--- src/rtl/uart_pkg.sv ---
// Shared UART definitions: legal oversampling ratios, default widths and a
// divisor calculator for benches and firmware header generation.
package uart_pkg;

  localparam int DEF_CNT_W  = 16;
  localparam int DEF_FRAC_W = 3;

  // Bit n set means OSR=n is supported (4, 8, 16).
  localparam logic [16:0] OSR_LEGAL_MASK = 17'h10110;

  typedef struct packed {
    logic [31:0] val;
    logic [31:0] frac;
  } baud_div_t;

  // Rounded clk_hz/(baud*osr) in units of 1/2^frac_w clk, split into the
  // reload value (period-1) and the fractional remainder.
  function automatic baud_div_t calc_baud_div(
    input longint unsigned clk_hz,
    input longint unsigned baud,
    input int unsigned     osr,
    input int unsigned     frac_w
  );
    baud_div_t       d;
    longint unsigned tick_rate;
    longint unsigned scaled;
    tick_rate = baud * longint'(osr);
    scaled    = ((clk_hz << frac_w) + (tick_rate >> 1)) / tick_rate;
    d.val     = 32'((scaled >> frac_w) - 64'd1);
    d.frac    = 32'(scaled & ((64'd1 << frac_w) - 64'd1));
    return d;
  endfunction

endpackage

--- src/rtl/uart_frac_acc.sv ---
// Fractional accumulator: adds frac on every tick and requests a one-cycle
// period stretch whenever the sum carries out.
module uart_frac_acc #(
  parameter int FRAC_W = 3
) (
  input  logic              clk,
  input  logic              reset_n,
  input  logic              acc_clr,
  input  logic              pend_clr,
  input  logic              tick_in,
  input  logic [FRAC_W-1:0] frac,
  output logic              stretch_out
);

  logic [FRAC_W-1:0] acc_q, acc_d;
  logic              pend_q, pend_d;
  logic [FRAC_W:0]   sum;

  always_comb begin
    acc_d  = acc_q;
    pend_d = pend_q;
    sum    = {1'b0, acc_q} + {1'b0, frac};
    if (acc_clr) begin
      acc_d  = '0;
      pend_d = 1'b0;
    end else if (pend_clr) begin
      // Restart keeps the accumulated phase; only the pending stretch drops.
      pend_d = 1'b0;
    end else if (tick_in) begin
      acc_d  = sum[FRAC_W-1:0];
      pend_d = sum[FRAC_W];
    end
  end

  always_ff @(posedge clk or negedge reset_n) begin
    if (!reset_n) begin
      acc_q  <= '0;
      pend_q <= 1'b0;
    end else begin
      acc_q  <= acc_d;
      pend_q <= pend_d;
    end
  end

  assign stretch_out = pend_q;

endmodule

--- src/rtl/uart_baud_gen.sv ---
// Baud-rate generator: programmable integer+fractional divider producing the
// oversampling tick, the once-per-bit transmit pulse and the oversampling phase.
module uart_baud_gen
  import uart_pkg::*;
#(
  parameter int CNT_W  = DEF_CNT_W,
  parameter int FRAC_W = DEF_FRAC_W,
  parameter int OSR    = 16
) (
  input  logic                                clk,
  input  logic                                reset_n,
  input  logic                                enable,
  input  logic                                restart,
  input  logic [CNT_W-1:0]                    baud_val,
  input  logic [(FRAC_W > 0 ? FRAC_W : 1)-1:0] baud_frac,
  output logic                                baud_tick,
  output logic                                xmit_pulse,
  output logic [$clog2(OSR)-1:0]              osr_phase
);

  localparam int PH_W = $clog2(OSR);

  logic [CNT_W-1:0] cnt_q, cnt_d;
  logic [PH_W-1:0]  osr_cnt_q, osr_cnt_d;
  logic             tick_q, tick_d;
  logic             xmit_q, xmit_d;
  logic             stretch_pend;
  logic             cnt_zero;
  logic             tick_now;

  assign cnt_zero = (cnt_q == '0);
  assign tick_now = enable && !restart && cnt_zero && !stretch_pend;

  generate
    if (FRAC_W > 0) begin : g_frac
      uart_frac_acc #(
        .FRAC_W (FRAC_W)
      ) u_frac_acc (
        .clk         (clk),
        .reset_n     (reset_n),
        .acc_clr     (!enable),
        .pend_clr    (restart || (cnt_zero && stretch_pend)),
        .tick_in     (tick_now),
        .frac        (baud_frac),
        .stretch_out (stretch_pend)
      );
    end else begin : g_no_frac
      assign stretch_pend = 1'b0;
    end
  endgenerate

  always_comb begin
    cnt_d     = cnt_q;
    osr_cnt_d = osr_cnt_q;
    tick_d    = 1'b0;
    xmit_d    = 1'b0;
    if (!enable || restart) begin
      cnt_d     = baud_val;
      osr_cnt_d = '0;
    end else if (!cnt_zero) begin
      cnt_d = cnt_q - CNT_W'(1);
    end else if (!stretch_pend) begin
      // Reload point: the only cycle where baud_val is sampled.
      tick_d    = 1'b1;
      cnt_d     = baud_val;
      osr_cnt_d = osr_cnt_q + PH_W'(1);
      xmit_d    = (osr_cnt_q == PH_W'(OSR - 1));
    end
  end

  always_ff @(posedge clk or negedge reset_n) begin
    if (!reset_n) begin
      cnt_q     <= '0;
      osr_cnt_q <= '0;
      tick_q    <= 1'b0;
      xmit_q    <= 1'b0;
    end else begin
      cnt_q     <= cnt_d;
      osr_cnt_q <= osr_cnt_d;
      tick_q    <= tick_d;
      xmit_q    <= xmit_d;
    end
  end

  assign baud_tick  = tick_q;
  assign xmit_pulse = xmit_q;
  assign osr_phase  = osr_cnt_q;

endmodule

--- config.mk ---
export PLATFORM = sky130hd
export DESIGN_NAME = uart_baud_gen
export DESIGN_NICKNAME = d
export VERILOG_FILES = /design/src/rtl/uart_pkg.sv /design/src/rtl/uart_frac_acc.sv /design/src/rtl/uart_baud_gen.sv
export SDC_FILE = /design/constraint.sdc
export NUM_CORES = 1
export LEC_CHECK = 0
export ABC_AREA = 0
export CORE_ASPECT_RATIO = 2
export CORE_MARGIN = 3
export CORE_UTILIZATION = 40
export DETAILED_ROUTE_END_ITERATION = 12
export GPL_ROUTABILITY_DRIVEN = 0
export GPL_TIMING_DRIVEN = 1
export RECOVER_POWER = 100
export SLEW_MARGIN = 0
export SYNTH_ARGS = -nofsm -noshare
export SYNTH_HDL_FRONTEND = slang
export SYNTH_SLANG_ARGS = --single-unit
--- constraint.sdc ---
create_clock -name clk -period 2.1 [get_ports clk]
set_clock_uncertainty 0.1 [all_clocks]
set_input_delay 0.42 -clock clk [delete_from_list [all_inputs] [get_ports clk]]
set_output_delay 0.42 -clock clk [all_outputs]
set_load 0.1 [all_outputs]
== After elaboration in Yosys (flattened, before gate mapping) ==
Cells that the tools add are included.
Operators by class
  equality and inequality tests: 6
  add/subtract/negate cells: 3
  mux-type cells: 18
  reduce and logical (&&, ||, !) cells: 13
Operator list (number)
  two-way mux 16 bit: 3
  logical NOT 16 bit: 1
  subtractor 16 x 1 -> 16 bit, second input constant: 1
  two-way mux 4 bit: 3
  two-way mux 1 bit: 9
  two-way mux 3 bit: 3
  adder 3 x 3 -> 4 bit: 1
  adder 4 x 1 -> 4 bit, second input constant: 1
  == test 4 bit, second input constant: 1
  logical AND 1 bit: 4
  != test 2 bit, second input constant: 2
  AND reduction 2 bit: 2
  logical NOT 1 bit: 3
  != test 3 x 1 -> 1 bit, second input constant: 1
  != test 3 bit, second input constant: 1
  logical OR 1 bit: 2
  != test 2 x 1 -> 1 bit, second input constant: 1
  nonzero test 2 bit: 1
Word-level totals
  input bits: 23
  word-level logic and storage cells: 46
  bits in registers: 26
  output and inout port bits: 6

== Longest topological paths before layout ==
  word-level depth: 7
  depth in mapped cells: 9
  mapped depth without buffers: 7

== By module ==
A second synthesis with hierarchy kept.
Unflattened totals
  cells, all modules: 136
  area total of the unflattened synthesis: 1465.2 sq um
Modules (own cells, without submodules)
  uart_baud_gen: cells an instance 116, area each 1219.9 sq um, instances 1, seq. area each 550.5 sq um
  uart_frac_acc: cells an instance 20, area each 245.2 sq um, instances 1, seq. area each 100.1 sq um

== Worst setup path after synthesis ==
Ideal clock, no wire load.
  path type: reg2reg
  from: reg cnt_q[0]
  to: reg cnt_q[6]
  library setup time: 0.083 ns
  cell stages (with the launch flop): 10
  buffers on the path: 2
  arrival time: 1.631 ns
  slack: 0.287 ns
  clock period less this slack: 1.813 ns
  required time: 1.917 ns
  cells stage by stage: dfrtp_1 > inv_1 > ha_1 > nor4b_1 > nand4_1 > buf_4 > o21ai_4 > buf_4 > nand2_1 > o21ai_0
On the way
  cells in the longest elaborated chain, start to end: 3
  elaborated cells between the ends (all ways): 5
  classes of those cells: add/sub: 1; eq/ne: 1; mux: 2; reduce/logical: 1
Ends and longest elaborated chain
  start: declaration: RTL line uart_baud_gen.sv:23  | logic [CNT_W-1:0] cnt_q, cnt_d;
  start signal: assignment: RTL line uart_baud_gen.sv:78  | cnt_q <= cnt_d;
  subtractor 16 x 1 -> 16 bit / logical NOT 16 bit (equally long branches): RTL line uart_baud_gen.sv:61, uart_baud_gen.sv:31
  two-way mux 16 bit: RTL line uart_baud_gen.sv:60  | end else if (!cnt_zero) begin
  two-way mux 16 bit: RTL line uart_baud_gen.sv:57  | if (!enable || restart) begin
Parallel ways exist; a longest one is shown, timed or not.
A chain may end at the register's enable or synchronous reset.

== Final worst setup path ==
  from: reg cnt_q[1]
  to: reg cnt_q[4]
Same word-level chain as after synthesis.

==> metrics <==
Clk pin slew, worst setup/hold paths 80 ps; antenna cells 0; row count 30; Leakage 0.7885 nW; worst path cell trace inv_1 > ha_1 > nor4b_2 > buf_4 > nand4_1 > buf_4 > nand2_2 > o41ai_1 > a21o_1; Hold Path Stages 2; area leader, netlist dfrtp_1; final setup violation count 0; Tmin final 1922 ps; sequential cell area 650.6 µm²; largest net degree at the start of global routing 27; largest family of logic cells by synthesized area simple AND/OR/NAND/NOR gates; syn_nets 183; first-pass GRT wire length 5858 µm; Synth Area in XOR/XNOR 0.08277; CP Max Fanout 11; Mapped Cells 153; clk sinks 26; Layout area overhead 28.97%; slowest cell on the critical path dfrtp_1; post-synthesis async set-or-reset flop share 1.000; max-cap viol count 0; cts bufs inserted 3; DRT iter0 DRCs 28; Worst path max stage delay 390 ps; Hold Path Origin g_frac.u_frac_acc.acc_q[2]$_DFFE_PN0P_; Sw Pwr 0.0002597 W; Yosys cell types 38; worst hold path type reg2reg; worst skew pair latency 260 ps; ys flop type dfrtp_1; CTS tree done; wirelength, routed 3381 µm; Crit. End Element register; Clock Power Share 0.269; GR Overflow Total 0; Worst EP required 2210 ps; Vias 1234; sw frac 0.2561; Max Fclk 0.5202 GHz; Residual DRC 0; Simple-Gate Fraction of Synth Area 0.2441; Least-Margin Pin Slew 653.1 ps; area of the mapped netlist 1481 µm²; top post-synthesis cells by count 26 x dfrtp_1, 25 x nand2_1, 10 x xnor2_1, 9 x o21ai_1, 8 x o21ai_0; Setup CP Type reg2reg; starting density of the core 0.4244; I/O Pins 29; Adder-Cell Fraction of Synth Area 0.06419; Die Y 92.07 µm; antenna viol nets, final 0; RSZ-0062 raised after global routing false; DR pass1 iterations 4; register area share after synthesis 0.4392; r2r endpoint cnt_q[4]$_DFFE_PN0P_; Via density 5.185; synth top area cells dfrtp_1 44%, nand2_1 6.3%, xnor2_1 5.9%; outcome finished, final reports clean; clk buf depth 2; CORE AREA 3491 µm²; Avg Inst Size Synth 9.682 µm²; Combinational Power Share 0.173; die area 4514 µm²; port bufs 28; fin nets 222; Synth top area share 0.4392; initial antenna violation count 0; fillers 334; peak supply drop 0.0004090 V; Power Internal 0.0007542 W; sequential power share 0.558; multiplexer share of the synthesized area 0; reg2reg start cnt_q[1]$_DFFE_PN0P_; final hold vios 0; H-Tree Depth 1; hold buffers post-CTS 0; number of global-route vias before repair 1294; Final Cycle Share 0.9154; #FFs+latches synth 26; setup TNS 0 ps; Die W 49.03 µm; Arr. time, crit path 2030 ps; R2R Setup Slk 180 ps; worst hold margin 451.3 ps; number of synthesized flops with an enable pin 0; HPWL after DPL 2674 µm; root buf cell clkbuf_8; YS warnings 0; fin. max-slew vios 0; Pwr Density 530.7 nW/µm²; hold endpoint g_frac.u_frac_acc.acc_q[2]$_DFFE_PN0P_; Synth Area in Compound Gates 0.1385; worst r2r path cells 9; area of the multi-input gates 793.3 µm²; layout cells sized above 1 0.1684; most frequent cell after synthesis dfrtp_1; Worst path most repeated cell buf_4; WL/cell 14.21 µm; CP Launch Type register; All-Layer GR Usage 0.1642; Max-slew headroom 0.5646
-- power groups by stage --
stage	Clock (W)	Sequential (W)	Combinational, W
final	0.000272	0.000566	0.000176
after floorplan	0	0.000567	0.0000883
after CTS	0.000281	0.000565	0.000175
after global placement	0	0.000573	0.000171
after detailed placement	0	0.000575	0.000174
after global routing	0.000304	0.000571	0.000197
-- critical path: cells and delay by family, from the launching register on --
| family | cells | cell delay [ps] |
|---|---|---|
| compound gates | 2 | 460 |
| buf+inv | 3 | 410 |
| flops | 1 | 390 |
| simple gates | 3 | 340 |
| fa+ha+maj | 1 | 170 |
-- state kept, by name, summed over array words and instances (netlist names) --
signal	flops
osr_phase	4
g_frac.u_frac_acc.acc_q	3
xmit_pulse	1
g_frac.u_frac_acc.stretch_out	1
baud_tick	1
cnt_q	16
-- repair_timing --
| item | CTS | global route |
|---|---|---|
| resized for setup | 0 | 3 |
| buffers inserted | 0 | 1 |
| endpoints found under the setup margin | 0 | 24 |
| hold endpoints to repair | 0 | 0 |
-- layer usage --
metal / vias up / track usage / part of all wire
met5: - / 0 / 0
met3: 4 / 0.02927 / 0.036
met4: 0 / 0.05463 / 0.016
met2: 27 / 0.3045 / 0.56
met1: 591 / 0.1832 / 0.39
li1: 612 / - / -
-- through the flow --
| stage | total power [W] | cell area [µm²] | cells | worst slack (ps) | util |
|---|---|---|---|---|---|
| after floorplan | 0.0006549 | 1481 | 153 | 286.8 | - |
| after global placement | 0.0007445 | 1896 | 234 | 56.28 | 0.5430 |
| after detailed placement | 0.0007486 | 1896 | 234 | 47.64 | 0.5430 |
| after CTS | 0.001020 | 1937 | 237 | 19.61 | 0.5548 |
| after global routing | 0.001072 | 1911 | 238 | 6.742 | 0.5473 |
| final | 0.001014 | 1911 | 238 | 177.6 | 0.5473 |
-- worst max path at each step --
stage	from	endpoint	cells after the start
after floorplan	cnt_q[0]$_DFFE_PN0P_	cnt_q[6]$_DFFE_PN0P_	9
after global placement	cnt_q[1]$_DFFE_PN0P_	cnt_q[3]$_DFFE_PN0P_	9
after detailed placement	cnt_q[1]$_DFFE_PN0P_	cnt_q[7]$_DFFE_PN0P_	9
after CTS	cnt_q[1]$_DFFE_PN0P_	cnt_q[7]$_DFFE_PN0P_	9
final	cnt_q[1]$_DFFE_PN0P_	cnt_q[4]$_DFFE_PN0P_	9
after global routing	cnt_q[1]$_DFFE_PN0P_	osr_phase[2]$_DFFE_PN0P_	9
-- layout make-up --
| cell class | count | area share |
|---|---|---|
| repair buffers | 40 | 0.1834 |
| clock buffers | 3 | 0.02161 |
| inverters | 4 | 0.007859 |
| flip-flops and latches | 26 | 0.3405 |
| multi-input cells | 117 | 0.4152 |
| well taps | 48 | 0.03143 |
-- layout by cell type (no fill, tap or decap), types with 7 or more instances in the layout --
cell type | Yosys | final
dfrtp_1 | 26 | 26
o21ai_1 | 9 | 9
buf_4 | 2 | 10
nor2_1 | 7 | 7
nand2_1 | 25 | 24
clkbuf_2 | 0 | 7
xnor2_1 | 10 | 10
o21ai_0 | 8 | 8
clkdlybuf4s50_1 | 0 | 21
-- cell families (layout without fill, tap and decap cells) --
kind of cell | after synthesis | in the layout
simple gates | 63 | 63
buf+inv | 10 | 47
compound gates | 33 | 33
flops | 26 | 26
fa+ha+maj | 7 | 7
xor+xnor | 14 | 14
(Power assumes the default switching activity.)
